$ cat config.mk
export PLATFORM = sky130hd
export DESIGN_NAME = rst_release_seq
export DESIGN_NICKNAME = d
export VERILOG_FILES = /design/src/rtl/rst_release_seq_pkg.sv /design/src/rtl/rst_release_seq_sync_nff.sv /design/src/rtl/rst_release_seq.sv
export SDC_FILE = /design/constraint.sdc
export NUM_CORES = 1
export LEC_CHECK = 0
export CAP_MARGIN = 20
export CELL_PAD_IN_SITES_DETAIL_PLACEMENT = 1
export CELL_PAD_IN_SITES_GLOBAL_PLACEMENT = 1
export CORE_MARGIN = 3
export CORE_UTILIZATION = 44
export CTS_CLUSTER_SIZE = 40
export DETAILED_ROUTE_END_ITERATION = 6
export GPL_TIMING_DRIVEN = 0
export PLACE_DENSITY_LB_ADDON = 0.1
export SETUP_SLACK_MARGIN = 0.05
export SYNTH_ARGS = -nofsm -noshare
export SYNTH_HDL_FRONTEND = slang
export SYNTH_HIERARCHICAL = 1
export SYNTH_SLANG_ARGS = --single-unit
$ cat constraint.sdc
create_clock -name clk -period 2.7 [get_ports clk]
set_clock_uncertainty 0.1 [all_clocks]
set_input_delay 0.81 -clock clk [delete_from_list [all_inputs] [get_ports clk]]
set_output_delay 0.81 -clock clk [all_outputs]
set_load 0.1 [all_outputs]
$ cat src/rtl/rst_release_seq_pkg.sv
// rtl/rst_release_seq_pkg.sv - shared state encodings and helpers for the reset release sequencer
//
// Purpose: state encoding for the sequencer FSM and a width helper for the release index.
// Ports:   none (package).

package rst_release_seq_pkg;

    // Six legal encodings out of eight; the two spare codes fall back to ST_RST.
    typedef enum logic [2:0] {
        ST_RST     = 3'd0,
        ST_HOLD    = 3'd1,
        ST_REL     = 3'd2,
        ST_DONE    = 3'd3,
        ST_SW_HOLD = 3'd4,
        ST_SW_WAIT = 3'd5
    } state_t;

    // Width needed to count 0..n inclusive (the index steps one past the last output).
    function automatic int idx_width(input int n);
        return (n < 1) ? 1 : $clog2(n + 1);
    endfunction

endpackage

$ cat src/rtl/rst_release_seq_sync_nff.sv
// rtl/rst_release_seq_sync_nff.sv - N-flop reset release synchroniser with asynchronous clear
//
// Purpose: assert asynchronously with i_rstn, release synchronously after STAGES clock edges.
// Ports:
//   i_clk       in   1   clock
//   i_rstn      in   1   raw asynchronous active-low reset
//   o_srst_n    out  1   synchronised reset (last flop)
//   o_srst_pre  out  1   value that o_srst_n takes on the next edge (second-to-last flop)

module rst_sync_nff #(
    parameter int STAGES = 2
) (
    input  logic i_clk,
    input  logic i_rstn,
    output logic o_srst_n,
    output logic o_srst_pre
);

    logic [STAGES-1:0] r_sync;

    always_ff @(posedge i_clk or negedge i_rstn) begin
        if (!i_rstn) begin
            r_sync <= '0;
        end else begin
            r_sync <= {r_sync[STAGES-2:0], 1'b1};
        end
    end

    assign o_srst_n   = r_sync[STAGES-1];
    // Exposed so the consumer can act on the very edge where o_srst_n rises.
    assign o_srst_pre = r_sync[STAGES-2];

endmodule

$ cat src/rtl/rst_release_seq.sv
// rtl/rst_release_seq.sv - sequenced release of NUM_OUT downstream resets with sw reset handshake
//
// Purpose: synchronise the release of the board reset, hold all outputs for HOLD_CYC cycles,
//          then release rst_out_n[0..NUM_OUT-1] one every GAP_CYC cycles. From DONE a 4-phase
//          software request re-asserts all outputs and re-runs the release order.
// Ports:
//   clk         in   1        clock
//   rstn        in   1        asynchronous active-low reset
//   sw_rst_req  in   1        level software reset request, synchronous to clk
//   sw_rst_ack  out  1        handshake ack (registered)
//   rst_out_n   out  NUM_OUT  sequenced active-low resets, bit 0 released first (registered)
//   rst_done    out  1        all outputs released (registered)
//   busy        out  1        FSM not in DONE (registered)

module rst_release_seq
    import rst_release_seq_pkg::*;
#(
    parameter int NUM_OUT     = 4,
    parameter int SYNC_STAGES = 2,
    parameter int HOLD_CYC    = 8,
    parameter int GAP_CYC     = 4,
    parameter int CNT_W       = 8
) (
    input  logic               clk,
    input  logic               rstn,
    input  logic               sw_rst_req,
    output logic               sw_rst_ack,
    output logic [NUM_OUT-1:0] rst_out_n,
    output logic               rst_done,
    output logic               busy
);

    localparam int IDX_W = idx_width(NUM_OUT);

    // Parameter legality checks at elaboration.
    if (NUM_OUT < 1) begin : g_bad_num_out
        $error("NUM_OUT must be >= 1");
    end
    if (SYNC_STAGES < 2) begin : g_bad_sync
        $error("SYNC_STAGES must be >= 2");
    end
    if (HOLD_CYC < 1 || GAP_CYC < 1) begin : g_bad_cyc
        $error("HOLD_CYC and GAP_CYC must be >= 1");
    end
    if (HOLD_CYC >= (1 << CNT_W) || GAP_CYC >= (1 << CNT_W)) begin : g_bad_cnt_w
        $error("CNT_W too narrow for HOLD_CYC/GAP_CYC");
    end

    logic w_srst_n;
    logic w_srst_pre;

    rst_sync_nff #(
        .STAGES(SYNC_STAGES)
    ) u_sync (
        .i_clk      (clk),
        .i_rstn     (rstn),
        .o_srst_n   (w_srst_n),
        .o_srst_pre (w_srst_pre)
    );

    state_t             r_state;
    logic [CNT_W-1:0]   r_cnt;
    logic [IDX_W-1:0]   r_idx;
    logic [NUM_OUT-1:0] r_rst_out_n;
    logic               r_done;
    logic               r_busy;
    logic               r_ack;

    state_t             w_state_nxt;
    logic [CNT_W-1:0]   w_cnt_nxt;
    logic [IDX_W-1:0]   w_idx_nxt;
    logic [NUM_OUT-1:0] w_out_nxt;
    logic               w_done_nxt;
    logic               w_busy_nxt;
    logic               w_ack_nxt;

    // Counter expiry. "<= 1" rather than "== 1" so a counter found at 0 still moves on.
    logic w_tick;
    logic w_last;
    assign w_tick = (r_cnt <= CNT_W'(1));
    assign w_last = (r_idx == IDX_W'(NUM_OUT - 1));

    // State, counter, index and registered outputs.
    always_ff @(posedge clk or negedge rstn) begin
        if (!rstn) begin
            r_state     <= ST_RST;
            r_cnt       <= '0;
            r_idx       <= '0;
            r_rst_out_n <= '0;
            r_done      <= 1'b0;
            r_busy      <= 1'b1;
            r_ack       <= 1'b0;
        end else begin
            r_state     <= w_state_nxt;
            r_cnt       <= w_cnt_nxt;
            r_idx       <= w_idx_nxt;
            r_rst_out_n <= w_out_nxt;
            r_done      <= w_done_nxt;
            r_busy      <= w_busy_nxt;
            r_ack       <= w_ack_nxt;
        end
    end

    // Next state, counter and release index.
    always_comb begin
        w_state_nxt = r_state;
        w_cnt_nxt   = (r_cnt != '0) ? (r_cnt - CNT_W'(1)) : '0;
        w_idx_nxt   = r_idx;

        case (r_state)
            ST_RST: begin
                w_cnt_nxt = '0;
                w_idx_nxt = '0;
                // Leave on the edge where the synchronised reset itself releases.
                if (w_srst_pre) begin
                    w_state_nxt = ST_HOLD;
                    w_cnt_nxt   = CNT_W'(HOLD_CYC);
                end
            end
            ST_HOLD, ST_REL: begin
                if (w_tick) begin
                    w_cnt_nxt   = CNT_W'(GAP_CYC);
                    w_idx_nxt   = r_idx + IDX_W'(1);
                    w_state_nxt = w_last ? ST_DONE : ST_REL;
                end
            end
            ST_DONE: begin
                w_cnt_nxt = '0;
                if (sw_rst_req) begin
                    w_state_nxt = ST_SW_HOLD;
                    w_cnt_nxt   = CNT_W'(HOLD_CYC);
                    w_idx_nxt   = '0;
                end
            end
            ST_SW_HOLD: begin
                if (w_tick) begin
                    if (sw_rst_req) begin
                        w_state_nxt = ST_SW_WAIT;
                        w_cnt_nxt   = '0;
                    end else begin
                        // Request dropped early: skip the ack and start releasing.
                        w_state_nxt = ST_REL;
                        w_cnt_nxt   = CNT_W'(GAP_CYC);
                        w_idx_nxt   = '0;
                    end
                end
            end
            ST_SW_WAIT: begin
                w_cnt_nxt = '0;
                if (!sw_rst_req) begin
                    w_state_nxt = ST_REL;
                    w_cnt_nxt   = CNT_W'(GAP_CYC);
                    w_idx_nxt   = '0;
                end
            end
            default: begin
                w_state_nxt = ST_RST;
                w_cnt_nxt   = '0;
                w_idx_nxt   = '0;
            end
        endcase

        // Outside ST_RST the synchronised reset is always high; if it is not, start over.
        if (!w_srst_n && r_state != ST_RST) begin
            w_state_nxt = ST_RST;
            w_cnt_nxt   = '0;
            w_idx_nxt   = '0;
        end
    end

    // Next values of the registered outputs.
    always_comb begin
        w_out_nxt = r_rst_out_n;
        w_ack_nxt = 1'b0;

        case (r_state)
            ST_HOLD, ST_REL: begin
                if (w_tick) begin
                    for (int i = 0; i < NUM_OUT; i++) begin
                        if (r_idx == IDX_W'(i)) begin
                            w_out_nxt[i] = 1'b1;
                        end
                    end
                end
            end
            ST_DONE: begin
                if (sw_rst_req) begin
                    w_out_nxt = '0;
                end
            end
            ST_SW_HOLD: begin
                w_out_nxt = '0;
                w_ack_nxt = w_tick && sw_rst_req;
            end
            ST_SW_WAIT: begin
                w_out_nxt = '0;
                // Ack follows req so it drops on the edge that samples req low.
                w_ack_nxt = sw_rst_req;
            end
            default: begin
                w_out_nxt = '0;
            end
        endcase

        if (w_state_nxt == ST_RST) begin
            w_out_nxt = '0;
            w_ack_nxt = 1'b0;
        end

        w_done_nxt = (w_state_nxt == ST_DONE);
        w_busy_nxt = (w_state_nxt != ST_DONE);
    end

    assign rst_out_n  = r_rst_out_n;
    assign rst_done   = r_done;
    assign busy       = r_busy;
    assign sw_rst_ack = r_ack;

endmodule
==> run summary <==
The run finished with clean final reports. The slowest stage of the critical path is the sky130_fd_sc_hd__dlygate4sd2_1 cell. The I/O pin total is 10. The path type of the worst min-delay path is reg -> reg. The die height is 62.2 um. The number of antenna violations at the first check in global routing is 0. The core box area came out at 2880 um^2. In this run the critical register-to-register path is launched from r_cnt[0]. Measured in cells, the most critical reg-to-reg path has a length of 8.

The congestion estimate from routability-driven global placement came to 0.835. The signal on the critical path passes through dlygate4sd2_1. The total count of max-transition violations in the final report is 0. The worst setup path is captured at an output port. In this run the cell area measured after placement is 1530 um^2. In this run the power density over the cells is 1160 nW/um^2. The synthesized area per cell came out at 9.02 um^2. The minimum setup slack among reg-to-reg paths came out at 0.42 ns. After detailed routing, the average wire length per cell comes to 16.8 um. For this run, the post-layout net count is 180. The number of setup buffers added after CTS is 0.

The number of antenna-violating nets in the routed design is 0. STA classifies the critical path startpoint as a register. The sink count of the clock tree came out at 23. The endpoint identified for the worst register-to-register timing path is rst_out_n[3]. The first-pass GRT wire length came out at 6.43 mm.

The synthesized area came out at 1390 um^2. On the critical path the largest part of the delay comes from buffers and inverters. The number of antenna repair diodes is 0. The worst stage delay on the critical path is 0.84 ns. The detailed placer's ending HPWL is 2.75 mm. The via count is 1207. Setup violations remaining at the end of the flow were counted as 0. The summed negative setup slack over all endpoints is 0 ns.

The number of enable-type register cells in the synthesized netlist is 0. Sequential elements use 41.5% of the synthesized area. The area share of the largest cell type after synthesis is 39.6%. The final standard cell area without fillers came out at 1560 um^2. In the finished design, the share of the clock period the worst path needs comes to 95.8%. Across the run, the number of max-cap violations was 0. Yosys printed 6 warnings.

By area the synthesized netlist is led by sky130_fd_sc_hd__dfrtp_1 40%, sky130_fd_sc_hd__ha_1 7.2%, sky130_fd_sc_hd__nor2_1 4.6%. The largest net degree at the start of global routing is 24. The clock passes through at most 2 buffers. The data required time at the worst endpoint is 1.79 ns. The data arrival at the endpoint of the critical path is 1.68 ns. The die width is 62.2 um. The peak supply drop is 543 uV. The post-route DRC violation count is 0. The count of instances resized after the clock tree is built is 7.

The number of clock buffers added by TritonCTS is 3. For this configuration, the core starts out at a cell density of 48.3%. The highest attainable clock frequency came out at 386 MHz. The TritonCTS clock tree is built. The critical path buffer and inverter count came out at 1. The static power due to leakage came out at 0.713 nW. The global-route usage over all layers is 20.4%. The H-tree depth is 1. Clock-pin slew was measured on the worst setup and hold paths at 0.13 ns.

For this run, the leading register cell type out of synthesis is sky130_fd_sc_hd__dfrtp_1. The sum of routed wire length over all layers is 3.52 mm. The count of endpoints failing hold in the final timing report came out at 0. The remaining global-route overflow is 0. The fraction of synthesis flops using an asynchronous set or reset pin is 100%. The worst pin sits at a relative slew slack of 34.8%.

The final critical path time including I/O delays and setup is 2.59 ns. The post-synth net total is 165. The largest total area in the synthesized netlist belongs to sky130_fd_sc_hd__dfrtp_1. The number of iterations in the first detailed-routing pass came out at 4. The cell count after synthesis came out at 154. In this run the most critical hold path is launched from u_sync/r_sync[0]. The die outline area is 3870 um^2. After floorplanning, the core was divided into 19 placement rows.

The clock reaches the later pin of the worst-skew pair after 0.31 ns. The number of unique standard cell types used by synthesis is 44. The fraction of layout instances using a drive strength above 1 is 7.74%. The number of design-rule violations left by the first detailed-router iteration came out at 70. The critical path is of the reg -> out type. The CTS root buffer is sky130_fd_sc_hd__clkbuf_4. The end point of the most critical hold path is u_sync/r_sync[1].

The count of buffers inserted at the top-level ports is 9. The post-synthesis to final-layout area growth is 12.6%. The slew at the pin closest to its max-slew limit came out at 0.982 ns. The via count of the first global-routing pass was 1340.

Counting flops and latches in the post-synthesis netlist gives 23. The number of buffers added to fix hold violations after cts is 0. The via-per-instance ratio is 5.75. Of all nets on the critical path, the largest fanout is 1.

The number of cells on the worst hold path is 0. Setup repair after global routing left no endpoint under its margin.
-- placed cells by master (no fill, tap or decap), types with 3 or more instances in the layout --
master	instances
sky130_fd_sc_hd__a21oi_1	9
sky130_fd_sc_hd__a31oi_1	4
sky130_fd_sc_hd__clkbuf_1	4
sky130_fd_sc_hd__clkbuf_4	3
sky130_fd_sc_hd__dfrtp_1	22
sky130_fd_sc_hd__dlygate4sd2_1	7
sky130_fd_sc_hd__ha_1	8
sky130_fd_sc_hd__inv_1	11
sky130_fd_sc_hd__nand2_1	9
sky130_fd_sc_hd__nand3_1	4
sky130_fd_sc_hd__nor2_1	17
sky130_fd_sc_hd__nor2b_1	3
sky130_fd_sc_hd__nor3_1	7
sky130_fd_sc_hd__nor4bb_1	3
sky130_fd_sc_hd__o21ai_0	8
sky130_fd_sc_hd__o21ai_1	4
sky130_fd_sc_hd__o22ai_1	3
sky130_fd_sc_hd__or3_1	3
sky130_fd_sc_hd__xor2_1	3
-- cell usage after synthesis, drive strengths merged, types with 2 or more instances --
cell type / count
a21o: 2
clkbuf: 3
buf: 3
o22ai: 3
nand2: 9
a31oi: 4
or2: 2
or3: 3
a221oi: 2
nor4bb: 3
xor2: 3
nand2b: 2
inv: 11
nor2: 17
nor2b: 3
ha: 8
dfrtp: 22
nor3: 7
and2: 2
a21boi: 2
a21oi: 10
nor4: 3
o21ai: 12
nand3: 4
a41oi: 2
-- how the worst max path moves through the flow --
stage / start / to / slack [ns] / depth (start not counted)
after global routing: busy / busy / 0.07 / 1
final: busy / busy / 0.11 / 1
after floorplan: r_cnt[0] / rst_out_n[0] / 0.74 / 8
after CTS: busy / busy / 0.1 / 1
after global placement: sw_rst_req / rst_out_n[3] / 0.17 / 6
after detailed placement: sw_rst_req / rst_out_n[2] / 0.10 / 6
-- final cells by class --
type                            instances  area, um^2
Tap cell                               42        52.6
Fill cell                             343        1310
Clock buffer                            4        26.3
Multi-Input combinational cell        114         746
Sequential cell                        23         577
Buffer                                  6        25.0
Timing Repair Buffer                   10        96.3
Inverter                               11        41.3
-- layer usage --
metal	wire [um]	track usage, %	up-vias
li1	-	-	572
met1	1540	25.5	596
met2	1800	36.6	33
met3	112	1.80	6
met4	66	7.18	0
met5	0	0	-
-- report_power, final --
part           leakage (nW)  switching [mW]  internal (mW)
clock                0.0150           0.104         0.0576
combinational         0.392           0.734          0.401
sequential            0.306          0.0868          0.425
total                 0.713           0.925          0.884
-- cell families after synthesis --
kind of cell | after synthesis | synth area share [%]
other | 1 | 0.270
buffers and inverters | 17 | 4.77
AND/OR/NAND/NOR | 57 | 22.4
adder cells (fa/ha/maj) | 8 | 7.21
flip-flops | 23 | 41.5
XOR/XNOR | 4 | 2.52
AO/OA/AOI/OAI | 44 | 21.3
-- state kept, by name, indices dropped and copies added (netlist names) --
register / count
busy: 1
r_cnt: 8
r_idx: 3
r_state: 3
rst_done: 1
rst_out_n: 4
sw_rst_ack: 1
u_sync/r_sync: 2
-- stage by stage --
stage	power (mW)	setup WS, ns	instances	util (%)	hold slack, ns
after floorplan	1.37	0.740	154	-	0.267
after global placement	1.58	0.168	205	53.2	0.304
after detailed placement	1.65	0.101	205	53.2	0.307
after CTS	1.81	0.0954	209	53.8	0.337
after global routing	1.97	0.0653	210	54.4	0.360
final	1.81	0.112	210	54.4	0.338
Note: power is estimated with default switching activity, not from simulation.
